===== src/rtl/processador_pkg.sv =====
// Shared definitions for the multicycle processor: opcodes, FSM state codes and
// instruction field extraction helpers that work for any WIDTH/NREGS combination.
package processador_pkg;

  typedef logic [1:0] state_t;

  localparam state_t T0 = 2'd0;
  localparam state_t T1 = 2'd1;
  localparam state_t T2 = 2'd2;
  localparam state_t T3 = 2'd3;

  localparam logic [3:0] OP_MV  = 4'd0;
  localparam logic [3:0] OP_MVI = 4'd1;
  localparam logic [3:0] OP_ADD = 4'd2;
  localparam logic [3:0] OP_SUB = 4'd3;
  localparam logic [3:0] OP_AND = 4'd4;
  localparam logic [3:0] OP_OR  = 4'd5;
  localparam logic [3:0] OP_XOR = 4'd6;
  localparam logic [3:0] OP_SLT = 4'd7;
  localparam logic [3:0] OP_SHL = 4'd8;
  localparam logic [3:0] OP_SHR = 4'd9;

  // Instruction word is zero-extended to 32 bits so one helper serves every WIDTH.
  function automatic logic [3:0] op_field(input logic [31:0] w, input int unsigned width);
    return 4'(w >> (width - 4));
  endfunction

  function automatic logic [3:0] rx_field(input logic [31:0] w, input int unsigned width,
                                          input int unsigned nregs);
    int unsigned rw;
    rw = $clog2(nregs);
    return 4'((w >> (width - 4 - rw)) & ((32'd1 << rw) - 32'd1));
  endfunction

  function automatic logic [3:0] ry_field(input logic [31:0] w, input int unsigned width,
                                          input int unsigned nregs);
    int unsigned rw;
    rw = $clog2(nregs);
    return 4'((w >> (width - 4 - 2 * rw)) & ((32'd1 << rw) - 32'd1));
  endfunction

endpackage


===== src/rtl/processador_alu.sv =====
// Combinational ALU: A is the latched first operand, B comes straight off the bus.
// C is only meaningful for add (carry) and sub (borrow); the caller decides when to latch it.
module processador_alu
  import processador_pkg::*;
#(
  parameter int WIDTH = 16
) (
  input  logic [3:0]       op,
  input  logic [WIDTH-1:0] a,
  input  logic [WIDTH-1:0] b,
  output logic [WIDTH-1:0] result,
  output logic             z,
  output logic             c
);

  always_comb begin
    result = '0;
    c      = 1'b0;
    case (op)
      OP_ADD: {c, result} = {1'b0, a} + {1'b0, b};
      OP_SUB: begin
        result = a - b;
        c      = (a < b);
      end
      OP_AND: result = a & b;
      OP_OR:  result = a | b;
      OP_XOR: result = a ^ b;
      OP_SLT: result = {{(WIDTH-1){1'b0}}, ($signed(a) < $signed(b))};
      OP_SHL: result = b << 1;
      OP_SHR: result = b >> 1;
      default: result = '0;
    endcase
    z = (result == '0);
  end

endmodule


===== src/rtl/processador_multiciclo.sv =====
// Multicycle processor core: one shared bus, register array, A/G ALU latches,
// and a 4-state sequencer (T0 fetch, T1 move/operand A, T2 execute, T3 writeback).
module processador_multiciclo
  import processador_pkg::*;
#(
  parameter int WIDTH = 16,
  parameter int NREGS = 8
) (
  input  logic             clock,
  input  logic             resetn,
  input  logic             run,
  input  logic [WIDTH-1:0] iin,
  output logic             done,
  output logic [WIDTH-1:0] bus,
  output logic             flag_z,
  output logic             flag_c
);

  localparam int RW = $clog2(NREGS);

  state_t           state, state_nx;
  logic [WIDTH-1:0] ir, a, g, bus_mux;
  logic [WIDTH-1:0] regs [NREGS];
  logic [3:0]       op;
  logic [RW-1:0]    rx, ry;
  logic             is_alu;
  logic [WIDTH-1:0] alu_res;
  logic             alu_z, alu_c;

  assign op     = op_field(32'(ir), WIDTH);
  assign rx     = RW'(rx_field(32'(ir), WIDTH, NREGS));
  assign ry     = RW'(ry_field(32'(ir), WIDTH, NREGS));
  assign is_alu = (op >= OP_ADD) && (op <= OP_SHR);

  always_comb begin
    bus_mux = '0;
    case (state)
      T0: bus_mux = iin;
      T1: begin
        if (op == OP_MV)       bus_mux = regs[ry];
        else if (op == OP_MVI) bus_mux = iin;
        else if (is_alu)       bus_mux = regs[rx];
      end
      T2: bus_mux = regs[ry];
      T3: bus_mux = g;
      default: bus_mux = '0;
    endcase
  end

  // Gating with resetn makes the bus read zero immediately on reset assertion,
  // even while sitting in T0 where it would otherwise mirror iin.
  assign bus = resetn ? bus_mux : '0;

  always_comb begin
    state_nx = state;
    case (state)
      T0: state_nx = run ? T1 : T0;
      T1: state_nx = is_alu ? T2 : T0;
      T2: state_nx = T3;
      T3: state_nx = T0;
      default: state_nx = T0;
    endcase
  end

  assign done = ((state == T1) && !is_alu) || (state == T3);

  processador_alu #(.WIDTH(WIDTH)) u_alu (
    .op     (op),
    .a      (a),
    .b      (bus_mux),
    .result (alu_res),
    .z      (alu_z),
    .c      (alu_c)
  );

  always_ff @(posedge clock or negedge resetn) begin
    if (!resetn) begin
      state  <= T0;
      ir     <= '0;
      a      <= '0;
      g      <= '0;
      flag_z <= 1'b0;
      flag_c <= 1'b0;
      regs   <= '{default: '0};
    end else begin
      state <= state_nx;
      case (state)
        T0: if (run) ir <= iin;
        T1: begin
          if (op == OP_MV || op == OP_MVI) regs[rx] <= bus_mux;
          else if (is_alu)                 a <= bus_mux;
        end
        T2: begin
          g      <= alu_res;
          flag_z <= alu_z;
          if (op == OP_ADD || op == OP_SUB) flag_c <= alu_c;
        end
        T3: regs[rx] <= g;
        default: ;
      endcase
    end
  end

endmodule


===== config.mk =====
export PLATFORM = sky130hd
export DESIGN_NAME = processador_multiciclo
export DESIGN_NICKNAME = d
export VERILOG_FILES = /design/src/rtl/processador_pkg.sv /design/src/rtl/processador_alu.sv /design/src/rtl/processador_multiciclo.sv
export SDC_FILE = /design/constraint.sdc
export NUM_CORES = 1
export LEC_CHECK = 0
export CORE_MARGIN = 4
export CORE_UTILIZATION = 50
export CTS_CLUSTER_SIZE = 14
export DETAILED_ROUTE_END_ITERATION = 16
export HOLD_SLACK_MARGIN = 0.02
export PLACE_DENSITY_LB_ADDON = 0.1
export SLEW_MARGIN = 5
export SYNTH_ARGS = -nofsm -noshare
export SYNTH_HDL_FRONTEND = slang
export SYNTH_SLANG_ARGS = --single-unit

===== constraint.sdc =====
create_clock -name clock -period 5.8 [get_ports clock]
set_input_delay 0.58 -clock clock [delete_from_list [all_inputs] [get_ports clock]]
set_output_delay 0.58 -clock clock [all_outputs]
set_load 0.005 [all_outputs]

==> impl_results.html <==
<table>
<tr><th>Metric</th><th>Value</th></tr>
<tr><th colspan="2">Worst setup path</th></tr>
<tr><td>Data arrival time of the critical path</td><td>5660 ps</td></tr>
<tr><td>Critical path peak fanout</td><td>14</td></tr>
<tr><td>Startpoint of the most critical register-to-register path</td><td>ir[7]</td></tr>
<tr><td>Count of cells along the worst register-to-register path</td><td>19</td></tr>
<tr><td>CP Capture Type</td><td>flop</td></tr>
<tr><td>Worst path required time</td><td>6130 ps</td></tr>
<tr><td>Startpoint kind of the worst setup timing path</td><td>flop</td></tr>
<tr><td>Reg2reg end</td><td>flag_z</td></tr>
<tr><td>Worst-case register-to-register setup slack</td><td>470 ps</td></tr>
<tr><td>Class of the most critical setup path</td><td>reg2reg</td></tr>
<tr><th colspan="2">STA</th></tr>
<tr><td>Clock skew</td><td>15.0 ps</td></tr>
<tr><td>Setup violators final</td><td>0</td></tr>
<tr><td>Unrepaired setup endpoints after global routing</td><td>no</td></tr>
<tr><td>Number of pins with negative max-slew slack in the final report</td><td>0</td></tr>
<tr><td>Least setup slack across all paths after layout</td><td>472 ps</td></tr>
<tr><td>Relative slew slack</td><td>21.7%</td></tr>
<tr><td>Total Neg Setup Slack</td><td>0 ps</td></tr>
<tr><td>Final Critical Period</td><td>5330 ps</td></tr>
<tr><td>Pin slew with the least headroom to its limit</td><td>1170 ps</td></tr>
<tr><td>Fmax</td><td>0.188 GHz</td></tr>
<tr><td>Final Hold Fails</td><td>0</td></tr>
<tr><td>Post-route fraction of the period consumed by the critical path</td><td>91.9%</td></tr>
<tr><th colspan="2">Clocking</th></tr>
<tr><td>CTS root buf</td><td>sky130_fd_sc_hd__clkbuf_16</td></tr>
<tr><td>Clock buffer depth</td><td>2</td></tr>
<tr><td>Clock latency reported for the late side of the worst-skew pair</td><td>440 ps</td></tr>
<tr><td>Hold buffers post-CTS</td><td>0</td></tr>
<tr><td>Clock transition at path regs</td><td>80 ps</td></tr>
<tr><td>Number of post-CTS setup repair buffers</td><td>0</td></tr>
<tr><td>TritonCTS clock tree</td><td>yes</td></tr>
<tr><td>Sinks on Clock Net</td><td>174</td></tr>
<tr><td>Number of buffers added by the clock tree synthesis step</td><td>17</td></tr>
<tr><td>Depth of the CTS H-tree</td><td>4</td></tr>
<tr><th colspan="2">Yosys</th></tr>
<tr><td>Avg Cell Area, Syn</td><td>8.85 um^2</td></tr>
<tr><td>Post-synthesis instance area</td><td>11,900 um^2</td></tr>
<tr><td>Post-synthesis async set-or-reset flop share</td><td>100%</td></tr>
<tr><td>Synthesized Nets</td><td>1,423</td></tr>
<tr><td>Yosys warnings</td><td>0</td></tr>
<tr><td>Synthesized flop and latch total</td><td>174</td></tr>
<tr><td>Synth top cells by count</td><td>sky130_fd_sc_hd__nand2_1 (220), sky130_fd_sc_hd__o21ai_0 (200), sky130_fd_sc_hd__dfrtp_1 (174)</td></tr>
<tr><td>Number of synthesized flops with an enable pin</td><td>0</td></tr>
<tr><td>Dominant cells by area after synthesis</td><td>sky130_fd_sc_hd__dfrtp_1 (36%), sky130_fd_sc_hd__o21ai_0 (8.4%), sky130_fd_sc_hd__nand2_1 (6.9%), sky130_fd_sc_hd__mux4_2 (5.9%), sky130_fd_sc_hd__ha_1 (5.7%)</td></tr>
<tr><td>Area leader, netlist</td><td>sky130_fd_sc_hd__dfrtp_1</td></tr>
<tr><td>Sequential share of the synthesized area</td><td>36.5%</td></tr>
<tr><td>Post-synthesis instance total</td><td>1,348</td></tr>
<tr><td>Most instantiated library cell after synthesis</td><td>sky130_fd_sc_hd__nand2_1</td></tr>
<tr><td>Distinct cell type count after synthesis</td><td>85</td></tr>
<tr><td>Proportion of netlist area held by the largest area contributor</td><td>36.5%</td></tr>
<tr><td>Top FF cell, synth</td><td>sky130_fd_sc_hd__dfrtp_1</td></tr>
<tr><th colspan="2">Final layout</th></tr>
<tr><td>Antenna Diode Count</td><td>0</td></tr>
<tr><td>Area of all placed cells without fillers</td><td>13,300 um^2</td></tr>
<tr><td>Area delta synth-&gt;final</td><td>11.2%</td></tr>
<tr><td>Number of nets in the final layout</td><td>1,431</td></tr>
<tr><td>Share of cells above drive strength 1</td><td>12.0%</td></tr>
<tr><td>Final core utilization</td><td>56.5%</td></tr>
<tr><td>Number of fillers in the final layout</td><td>2,127</td></tr>
<tr><th colspan="2">Placed design</th></tr>
<tr><td>Pre-CTS setup slack</td><td>352 ps</td></tr>
<tr><td>Port Buf Inserts</td><td>37</td></tr>
<tr><td>Instance area at placement</td><td>12,700 um^2</td></tr>
<tr><td>Gp weighted congestion</td><td>1.01</td></tr>
<tr><td>DP Wirelength</td><td>28,800 um</td></tr>
<tr><th colspan="2">Global routing</th></tr>
<tr><td>Antenna violations before repair</td><td>0</td></tr>
<tr><td>Congestion Overflow GR</td><td>0</td></tr>
<tr><td>Pin count of the biggest net entering global routing</td><td>66</td></tr>
<tr><td>Overall routing resource usage</td><td>30.3%</td></tr>
<tr><td>Number of global-route vias before repair</td><td>10,121</td></tr>
<tr><td>Global-route wire length before repair</td><td>61,400 um</td></tr>
<tr><th colspan="2">Routing</th></tr>
<tr><td>Detailed Route Iter0 Violations</td><td>1,034</td></tr>
<tr><td>Routed len/inst</td><td>23.4 um</td></tr>
<tr><td>Drt total wl</td><td>39,400 um</td></tr>
<tr><td>Remaining antenna violation count</td><td>0</td></tr>
<tr><td>Total via count in the routed design</td><td>10,596</td></tr>
<tr><td>DRC violation count after routing</td><td>0</td></tr>
<tr><td>Iteration count of the initial detailed-routing pass</td><td>6</td></tr>
<tr><td>Vias per Instance</td><td>6.28</td></tr>
<tr><th colspan="2">Status</th></tr>
<tr><td>Result of the run</td><td>finished, final reports clean</td></tr>
<tr><th colspan="2">Hold path</th></tr>
<tr><td>Hold crit path type</td><td>in2async</td></tr>
<tr><th colspan="2">Die</th></tr>
<tr><td>Floorplan die height</td><td>162 um</td></tr>
<tr><td>Std-Cell Rows</td><td>56</td></tr>
<tr><td>Core Area</td><td>23,500 um^2</td></tr>
<tr><td>Initial core utilization</td><td>50.8%</td></tr>
<tr><td>Boundary pin count</td><td>38</td></tr>
<tr><td>Chip width</td><td>162 um</td></tr>
<tr><td>Die area</td><td>26,400 um^2</td></tr>
<tr><th colspan="2">Job</th></tr>
<tr><td>Count of max-cap constraint violations</td><td>0</td></tr>
</table>
[worst max-delay path by stage]
| stage | startpoint | endpoint | slack, ps | depth (start not counted) |
|---|---|---|---|---|
| 3_3_place_gp | ir[7] | flag_z | 540 | 17 |
| 2_1_floorplan | ir[7] | flag_z | 1180 | 21 |
| 3_5_place_dp | ir[7] | flag_z | 350 | 17 |
| 6_report | ir[7] | flag_z | 470 | 19 |
| 5_1_grt | ir[7] | flag_z | 80 | 18 |
| 4_1_cts | ir[7] | flag_z | 340 | 17 |
[cell families after synthesis]
group / share of synthesized area, %
flops: 36.5
compound gates: 22.8
fa+ha+maj: 6.00
buf+inv: 5.96
mux: 13.3
simple gates: 14.6
xor+xnor: 0.881
[cell usage in the layout (no fill, tap or decap), types with 16 or more instances in the layout]
| cell type | instances |
|---|---|
| sky130_fd_sc_hd__nand2_1 | 220 |
| sky130_fd_sc_hd__o21ai_0 | 199 |
| sky130_fd_sc_hd__dfrtp_1 | 172 |
| sky130_fd_sc_hd__nor2_1 | 74 |
| sky130_fd_sc_hd__buf_4 | 59 |
| sky130_fd_sc_hd__inv_1 | 57 |
| sky130_fd_sc_hd__mux2i_1 | 54 |
| sky130_fd_sc_hd__ha_1 | 54 |
| sky130_fd_sc_hd__a21oi_1 | 50 |
| sky130_fd_sc_hd__clkdlybuf4s50_1 | 36 |
| sky130_fd_sc_hd__mux4_2 | 31 |
| sky130_fd_sc_hd__o22ai_1 | 26 |
| sky130_fd_sc_hd__nor3_1 | 17 |
| sky130_fd_sc_hd__a211oi_1 | 17 |
| sky130_fd_sc_hd__mux2_2 | 17 |
| sky130_fd_sc_hd__clkbuf_16 | 17 |
| sky130_fd_sc_hd__nand2b_1 | 16 |
| sky130_fd_sc_hd__nand3_1 | 16 |
[final cells by class]
cell class                 instances  area (um^2)  share of cell area [%]
sequential                       174         4360                    32.8
clock buffer                      18          429                    3.23
timing repair buffer              96          815                    6.14
tap                              319          399                    3.01
multi-input combinational       1006         6870                    51.8
clock inverter                    14          171                    1.29
inverter                          61          229                    1.73
[worst max-delay path, stage by stage (launching register included)]
cell,delay [ps]
sky130_fd_sc_hd__dfrtp_2,610
sky130_fd_sc_hd__mux4_2,550
sky130_fd_sc_hd__nand2b_1,120
sky130_fd_sc_hd__a31oi_1,90
sky130_fd_sc_hd__a221oi_1,340
sky130_fd_sc_hd__a21oi_1,100
sky130_fd_sc_hd__o21ai_0,240
sky130_fd_sc_hd__inv_1,100
sky130_fd_sc_hd__ha_1,240
sky130_fd_sc_hd__fa_1,450
sky130_fd_sc_hd__a21oi_1,230
sky130_fd_sc_hd__o221ai_1,210
sky130_fd_sc_hd__a221oi_1,530
sky130_fd_sc_hd__o21ai_0,280
sky130_fd_sc_hd__nand2_1,120
sky130_fd_sc_hd__o31ai_1,80
sky130_fd_sc_hd__xnor2_1,150
sky130_fd_sc_hd__a221oi_1,330
sky130_fd_sc_hd__nand4_1,160
sky130_fd_sc_hd__o41ai_2,280
[stage by stage]
step           hold WS, ps  instances
4_1_cts               71.0       1688
5_1_grt               82.5       1688
6_report              50.9       1688
3_5_place_dp           472       1656
2_1_floorplan          284       1348
3_3_place_gp           474       1656
[registers in the layout (all words and copies together) (netlist names), named ones only]
signal  count
regs      128
a          16
g          16
ir         10
flag_c      1
flag_z      1
state       1
[routing by layer]
layer	vias up	track usage (%)	share of wire, %
li1	4885	-	-
met1	5183	43.4	44
met2	452	47.5	46
met3	76	4.91	7.3
met4	0	9.19	2.9
met5	-	0	0
[timing repair]
item	in CTS	in global routing
hold endpoints to repair	0	0
setup endpoints to repair	0	2
gates resized for setup	0	1
Power is not shown: default switching activity piles up to over one toggle a cycle in this logic, so the estimate is an artifact.
